`src/rtl/pc_fetch_pkg.sv`:
```
// Shared types and defaults for the fetch sequencer: state encoding, word width,
// reset/trap vectors and the sequential PC step.
package pc_fetch_pkg;

    localparam int XLEN = 32;

    localparam logic [XLEN-1:0] DEF_RESET_PC = 32'h0000_0000;
    localparam logic [XLEN-1:0] DEF_TRAP_VEC = 32'h0000_0080;
    localparam logic [XLEN-1:0] DEF_PC_STEP  = 32'd4;

    typedef enum logic [2:0] {
        S_IDLE = 3'd0,
        S_REQ  = 3'd1,
        S_WAIT = 3'd2,
        S_HOLD = 3'd3,
        S_HALT = 3'd4
    } fetch_state_e;

    function automatic logic [XLEN-1:0] align_word(input logic [XLEN-1:0] addr);
        return {addr[XLEN-1:2], 2'b00};
    endfunction

endpackage

```
`src/rtl/pc_fetch_sequencer_buffer.sv`:
```
// One-entry instruction buffer toward decode; a load fills it, a decode
// handshake or a flush empties it. Data is retained after the entry is emptied.
module pc_inst_buffer
    import pc_fetch_pkg::*;
(
    input  logic            clk,
    input  logic            rst,
    input  logic            load,
    input  logic [XLEN-1:0] load_inst,
    input  logic [XLEN-1:0] load_pc,
    input  logic            flush,
    input  logic            inst_ready,
    output logic            inst_valid,
    output logic [XLEN-1:0] inst,
    output logic [XLEN-1:0] inst_pc
);

    logic            valid_q, valid_d;
    logic [XLEN-1:0] inst_q, inst_d;
    logic [XLEN-1:0] ipc_q, ipc_d;

    always_comb begin
        valid_d = valid_q;
        inst_d  = inst_q;
        ipc_d   = ipc_q;
        if (load) begin
            valid_d = 1'b1;
            inst_d  = load_inst;
            ipc_d   = load_pc;
        end else if (flush || (valid_q && inst_ready)) begin
            valid_d = 1'b0;
        end
    end

    always_ff @(posedge clk) begin
        if (rst) begin
            valid_q <= 1'b0;
            inst_q  <= '0;
            ipc_q   <= '0;
        end else begin
            valid_q <= valid_d;
            inst_q  <= inst_d;
            ipc_q   <= ipc_d;
        end
    end

    assign inst_valid = valid_q;
    assign inst       = inst_q;
    assign inst_pc    = ipc_q;

endmodule

```
`src/rtl/pc_fetch_sequencer.sv`:
```
// PC owner and single-outstanding fetch sequencer with redirect/kill handling.
// Optional macro PC_FETCH_MISALIGN_TRAP_EN: misaligned redirects vector to TRAP_VEC.
//
// state  | meaning
// S_IDLE | first cycle after reset
// S_REQ  | request valid toward imem, waiting for ready
// S_WAIT | request accepted, waiting for response (kill drops it)
// S_HOLD | instruction buffered, waiting for decode
// S_HALT | halt held, no requests
module pc_fetch_sequencer
    import pc_fetch_pkg::*;
#(
    parameter logic [XLEN-1:0] RESET_PC = DEF_RESET_PC,
    parameter logic [XLEN-1:0] TRAP_VEC = DEF_TRAP_VEC,
    parameter logic [XLEN-1:0] PC_STEP  = DEF_PC_STEP
) (
    input  logic            clk,
    input  logic            rst,
    output logic            imem_req_valid,
    input  logic            imem_req_ready,
    output logic [XLEN-1:0] imem_addr,
    input  logic            imem_rsp_valid,
    input  logic [XLEN-1:0] imem_rsp_data,
    output logic            inst_valid,
    output logic [XLEN-1:0] inst,
    output logic [XLEN-1:0] inst_pc,
    input  logic            inst_ready,
    input  logic            redirect_valid,
    input  logic [XLEN-1:0] redirect_target,
    input  logic            halt,
    output logic [XLEN-1:0] pc,
    output logic            halted,
    output logic            misalign
);

    fetch_state_e    state_q, state_d;
    logic [XLEN-1:0] pc_q, pc_d;
    logic [XLEN-1:0] issued_q, issued_d;
    logic            kill_q, kill_d;
    logic            misalign_q, misalign_d;
    logic [XLEN-1:0] redir_pc;
    logic            redir_bad;
    logic            buf_load, buf_flush;

`ifdef PC_FETCH_MISALIGN_TRAP_EN
    assign redir_bad = (redirect_target[1:0] != 2'b00);
    assign redir_pc  = redir_bad ? TRAP_VEC : redirect_target;
`else
    logic unused_trap_bits;
    assign unused_trap_bits = ^{TRAP_VEC, redirect_target[1:0]};
    assign redir_bad        = 1'b0;
    assign redir_pc         = align_word(redirect_target);
`endif

    always_comb begin
        state_d    = state_q;
        pc_d       = pc_q;
        issued_d   = issued_q;
        kill_d     = kill_q;
        buf_load   = 1'b0;
        buf_flush  = 1'b0;
        misalign_d = redirect_valid && redir_bad;
        if (redirect_valid) pc_d = redir_pc;

        case (state_q)
            S_IDLE: state_d = halt ? S_HALT : S_REQ;
            S_REQ: begin
                if (imem_req_ready) begin
                    // The old address is already on the bus; a same-cycle redirect kills its response.
                    issued_d = pc_q;
                    kill_d   = redirect_valid;
                    state_d  = S_WAIT;
                end else if (!redirect_valid && halt) begin
                    state_d = S_HALT;
                end
            end
            S_WAIT: begin
                if (imem_rsp_valid) begin
                    kill_d = 1'b0;
                    if (redirect_valid) begin
                        state_d = S_REQ;
                    end else if (kill_q) begin
                        state_d = halt ? S_HALT : S_REQ;
                    end else begin
                        buf_load = 1'b1;
                        pc_d     = pc_q + PC_STEP;
                        state_d  = S_HOLD;
                    end
                end else if (redirect_valid) begin
                    kill_d = 1'b1;
                end
            end
            S_HOLD: begin
                if (redirect_valid) begin
                    buf_flush = 1'b1;
                    state_d   = S_REQ;
                end else if (inst_ready) begin
                    state_d = halt ? S_HALT : S_REQ;
                end
            end
            S_HALT: if (!halt) state_d = S_REQ;
            default: state_d = S_IDLE;
        endcase
    end

    always_ff @(posedge clk) begin
        if (rst) begin
            state_q    <= S_IDLE;
            pc_q       <= RESET_PC;
            issued_q   <= '0;
            kill_q     <= 1'b0;
            misalign_q <= 1'b0;
        end else begin
            state_q    <= state_d;
            pc_q       <= pc_d;
            issued_q   <= issued_d;
            kill_q     <= kill_d;
            misalign_q <= misalign_d;
        end
    end

    pc_inst_buffer u_buf (
        .clk       (clk),
        .rst       (rst),
        .load      (buf_load),
        .load_inst (imem_rsp_data),
        .load_pc   (issued_q),
        .flush     (buf_flush),
        .inst_ready(inst_ready),
        .inst_valid(inst_valid),
        .inst      (inst),
        .inst_pc   (inst_pc)
    );

    assign imem_req_valid = (state_q == S_REQ);
    assign imem_addr      = pc_q;
    assign pc             = pc_q;
    assign halted         = (state_q == S_HALT);
    assign misalign       = misalign_q;

endmodule
```
`config.mk`:
```
export PLATFORM = sky130hd
export DESIGN_NAME = pc_fetch_sequencer
export DESIGN_NICKNAME = d
export VERILOG_FILES = /design/src/rtl/pc_fetch_pkg.sv /design/src/rtl/pc_fetch_sequencer_buffer.sv /design/src/rtl/pc_fetch_sequencer.sv
export SDC_FILE = /design/constraint.sdc
export NUM_CORES = 1
export LEC_CHECK = 0
export CAP_MARGIN = 5
export CORE_MARGIN = 1.5
export CORE_UTILIZATION = 35
export CTS_CLUSTER_DIAMETER = 30
export DETAILED_ROUTE_END_ITERATION = 16
export GPL_ROUTABILITY_DRIVEN = 0
export SYNTH_ARGS = -nofsm -noshare
export SYNTH_HDL_FRONTEND = slang
export SYNTH_HIERARCHICAL = 1
export SYNTH_SLANG_ARGS = --single-unit
```
`constraint.sdc`:
```
create_clock -name clk -period 3.5 [get_ports clk]
set_input_delay 0.525 -clock clk [delete_from_list [all_inputs] [get_ports clk]]
set_output_delay 0.525 -clock clk [all_outputs]
set_load 0.005 [all_outputs]
```
==> results.md <==
* Final-report setup violation count at 0
* Post-DP HPWL at 12.0 mm
* Fillcell total at 1562
* Most frequent cell after synthesis: dfxtp_1
* Global route total overflow at 0
* FF+latch area at 2660 µm²
* Vias in the first global route at 5152
* Setup crit end: imem_addr[22]
* Share of layout cells above drive strength 1 at 6.67%
* Worst Path Class, Setup: register to register
* Nets at 899
* Tcrit/Tclk final at 69.8%
* Worst IR Drop VDD at 0.000361 V
* Die Y at 133 µm
* Hold crit path type: register to register
* Post-synth net total at 744
* Total Routing Usage GR at 19.7%
* LEAKAGE at 2.85 nW
* Starting DRT DRC Count at 415
* Yosys reg bits at 133
* Fin. max-slew vios at 0
* Skew-Pair Late Insertion Delay at 0.42 ns
* Hold_sp: issued_q[28]
* # diodes at 0
* Sw Share at 27.1%
* P per Cell Area at 508 nW/µm²
* Cells on worst reg2reg path at 5
* Core Util, Final at 50.8%
* Starting Density at 35.6%
* Outcome: finished clean
* Reg-to-reg endpoint: imem_addr[22]
* Reg2reg start: imem_addr[10]
* Syn Inst Count at 672
* Worst setup EP type: register
* Synth area leaders: dfxtp_1 (45%), mux2i_1 (12%), nand2_1 (5.7%)
* Top cells by count, synth: dfxtp_1 (133), nand2_1 (90), nor2_1 (87)
* Seq/Total Area, Yosys at 45.3%
* Post-CTS Hold Fix Bufs at 0
* Post-synth EDFFs at 0
* Critical Path Fanout Max at 9
* Max cap viols at 0
* RSZ-0062 raised after global routing: no
* Die ar. at 17600 µm²
* Area of the multi-input gates at 2670 µm²
* Die W at 133 µm
* Post-DR wirelength/cell at 16.2 µm
* TritonCTS clock tree: built
* P_sw at 1.15 mW
* Sequential fraction of design power at 40.4%
* Avg Inst Size Synth at 8.75 µm²
* First-pass GRT wire length at 27.6 mm
* Combinational fraction of design power at 16.6%
* Post-CTS setup buffers at 0
* Synth Warn # at 6
* Arr. time, crit path at 2.76 ns
* Clock group share of total power at 43.0%
* Longest Clk Path Bufs at 2
* Pwr Total at 4.26 mW
* CTS sink cnt at 133
* Internal power at 3.11 mW
* Final Cell Area at 8390 µm²
* Clock root cell: clkbuf_16
* Hold Slack at 0.455 ns
* Rel. slew slack at 43.7%
* Initial antenna violation count at 0
* Placed cell areas at 7780 µm²
* # DRC at 0
* Startpoint Class: register
* WP data required at 3.81 ns
* Clk pin slew, worst setup/hold paths at 0.06 ns
* Leading area contributor after synthesis: dfxtp_1
* H-tree Lvls at 4
* Synthesized area at 5880 µm²
* Syn-to-layout area delta at 42.7%
* Core region area at 16500 µm²
* Final wirelength at 17.2 mm
* Vias/cell at 5.05
* Top-area cell type share of the netlist area at 45.3%
* Rows at 47
* R2R setup slack at 1.06 ns
* DR pass1 iterations at 5
* Port Buffers at 199
* Yosys cell types at 57
* Worst-Margin Slew at 0.845 ns
* Fin crit period at 2.44 ns
* Post-CTS Resized at 0
* Cts bufs inserted at 17
* DR vias at 5353
* Remaining antenna violation count at 0
* Post-synth ARST share at 0%
* Post-synth top flop: dfxtp_1
* Largest net degree at the start of global routing at 57
* Worst Skew at 0.0105 ns
* Worst Setup SP: imem_addr[10]
* I/O Pins at 203
* Sum Neg Setup Slack at 0 ns
* Max frequency at 409 MHz
* Final Hold Fails at 0
## layout make-up
class,count,area share [%]
timing repair buffer,216,25.5
clock buffer,18,5.23
sequential,133,31.7
inverter,7,0.343
multi-input combinational,452,31.8
tap,220,3.28
clock inverter,14,2.09
## placed cells by master (no fill, tap or decap), types with 6 or more instances in the layout
master / count
clkdlybuf4s50_1: 198
dfxtp_1: 133
nand2_1: 90
nor2_1: 87
mux2i_1: 68
a21oi_1: 61
nand3_1: 19
clkbuf_16: 17
buf_4: 16
nand4_1: 10
and2_1: 8
and3_1: 8
nor3_1: 8
a31oi_1: 8
o311ai_0: 7
xnor2_1: 7
nor4_1: 6
o22ai_1: 6
clkinvlp_4: 6
## power groups by stage
stage	sequential [mW]	clock [mW]	combinational, mW
2_1_floorplan	1.69	0	0.449
3_3_place_gp	1.75	0	0.696
3_5_place_dp	1.75	0	0.710
4_1_cts	1.72	1.88	0.715
5_1_grt	1.74	1.94	0.775
6_report	1.72	1.83	0.709
## per-layer routing
layer / track usage, % / part of all wire, %
met5: 0 / 0
met1: 25.7 / 47
met3: 5.44 / 5.7
met2: 32.0 / 46
met4: 5.80 / 1.1
## cells by family after synthesis
logic type | synth area share [%]
AND/OR/NAND/NOR | 20.8
flip-flops | 45.3
AO/OA/AOI/OAI | 11.6
buffers and inverters | 9.32
multiplexers | 11.6
XOR/XNOR | 1.19
adder cells (fa/ha/maj) | 0.213
other | 0.0638
## sequential cells by signal, summed over array words and instances, names as in the netlist
signal            cells
kill_q                1
u_buf/inst_pc        32
imem_addr            32
issued_q             32
u_buf/inst           32
u_buf/inst_valid      1
state_q               3
## worst max-delay path: stages (launching register included)
cell	delay [ns]
dfxtp_1	0.54
nand3_1	0.18
or4_1	0.72
or4_4	0.58
xnor2_1	0.14
a22o_1	0.18
## through the flow
stage | cells | worst slack, ns
global route | 1060 | 0.897
CTS | 1060 | 1.05
floorplan | 672 | 1.35
finish | 1060 | 1.06
detailed placement | 1028 | 0.728
global placement | 1028 | 0.764
## worst min path at each step
stage | to | slack, ns | cells past startpoint
3_3_place_gp | issued_q[28] | 0.44 | 2
4_1_cts | issued_q[8] | 0.46 | 2
6_report | issued_q[28] | 0.45 | 2
5_1_grt | issued_q[22] | 0.47 | 2
3_5_place_dp | issued_q[14] | 0.45 | 2
2_1_floorplan | issued_q[0] | 0.44 | 2
Power figures use the tool's default switching activity.
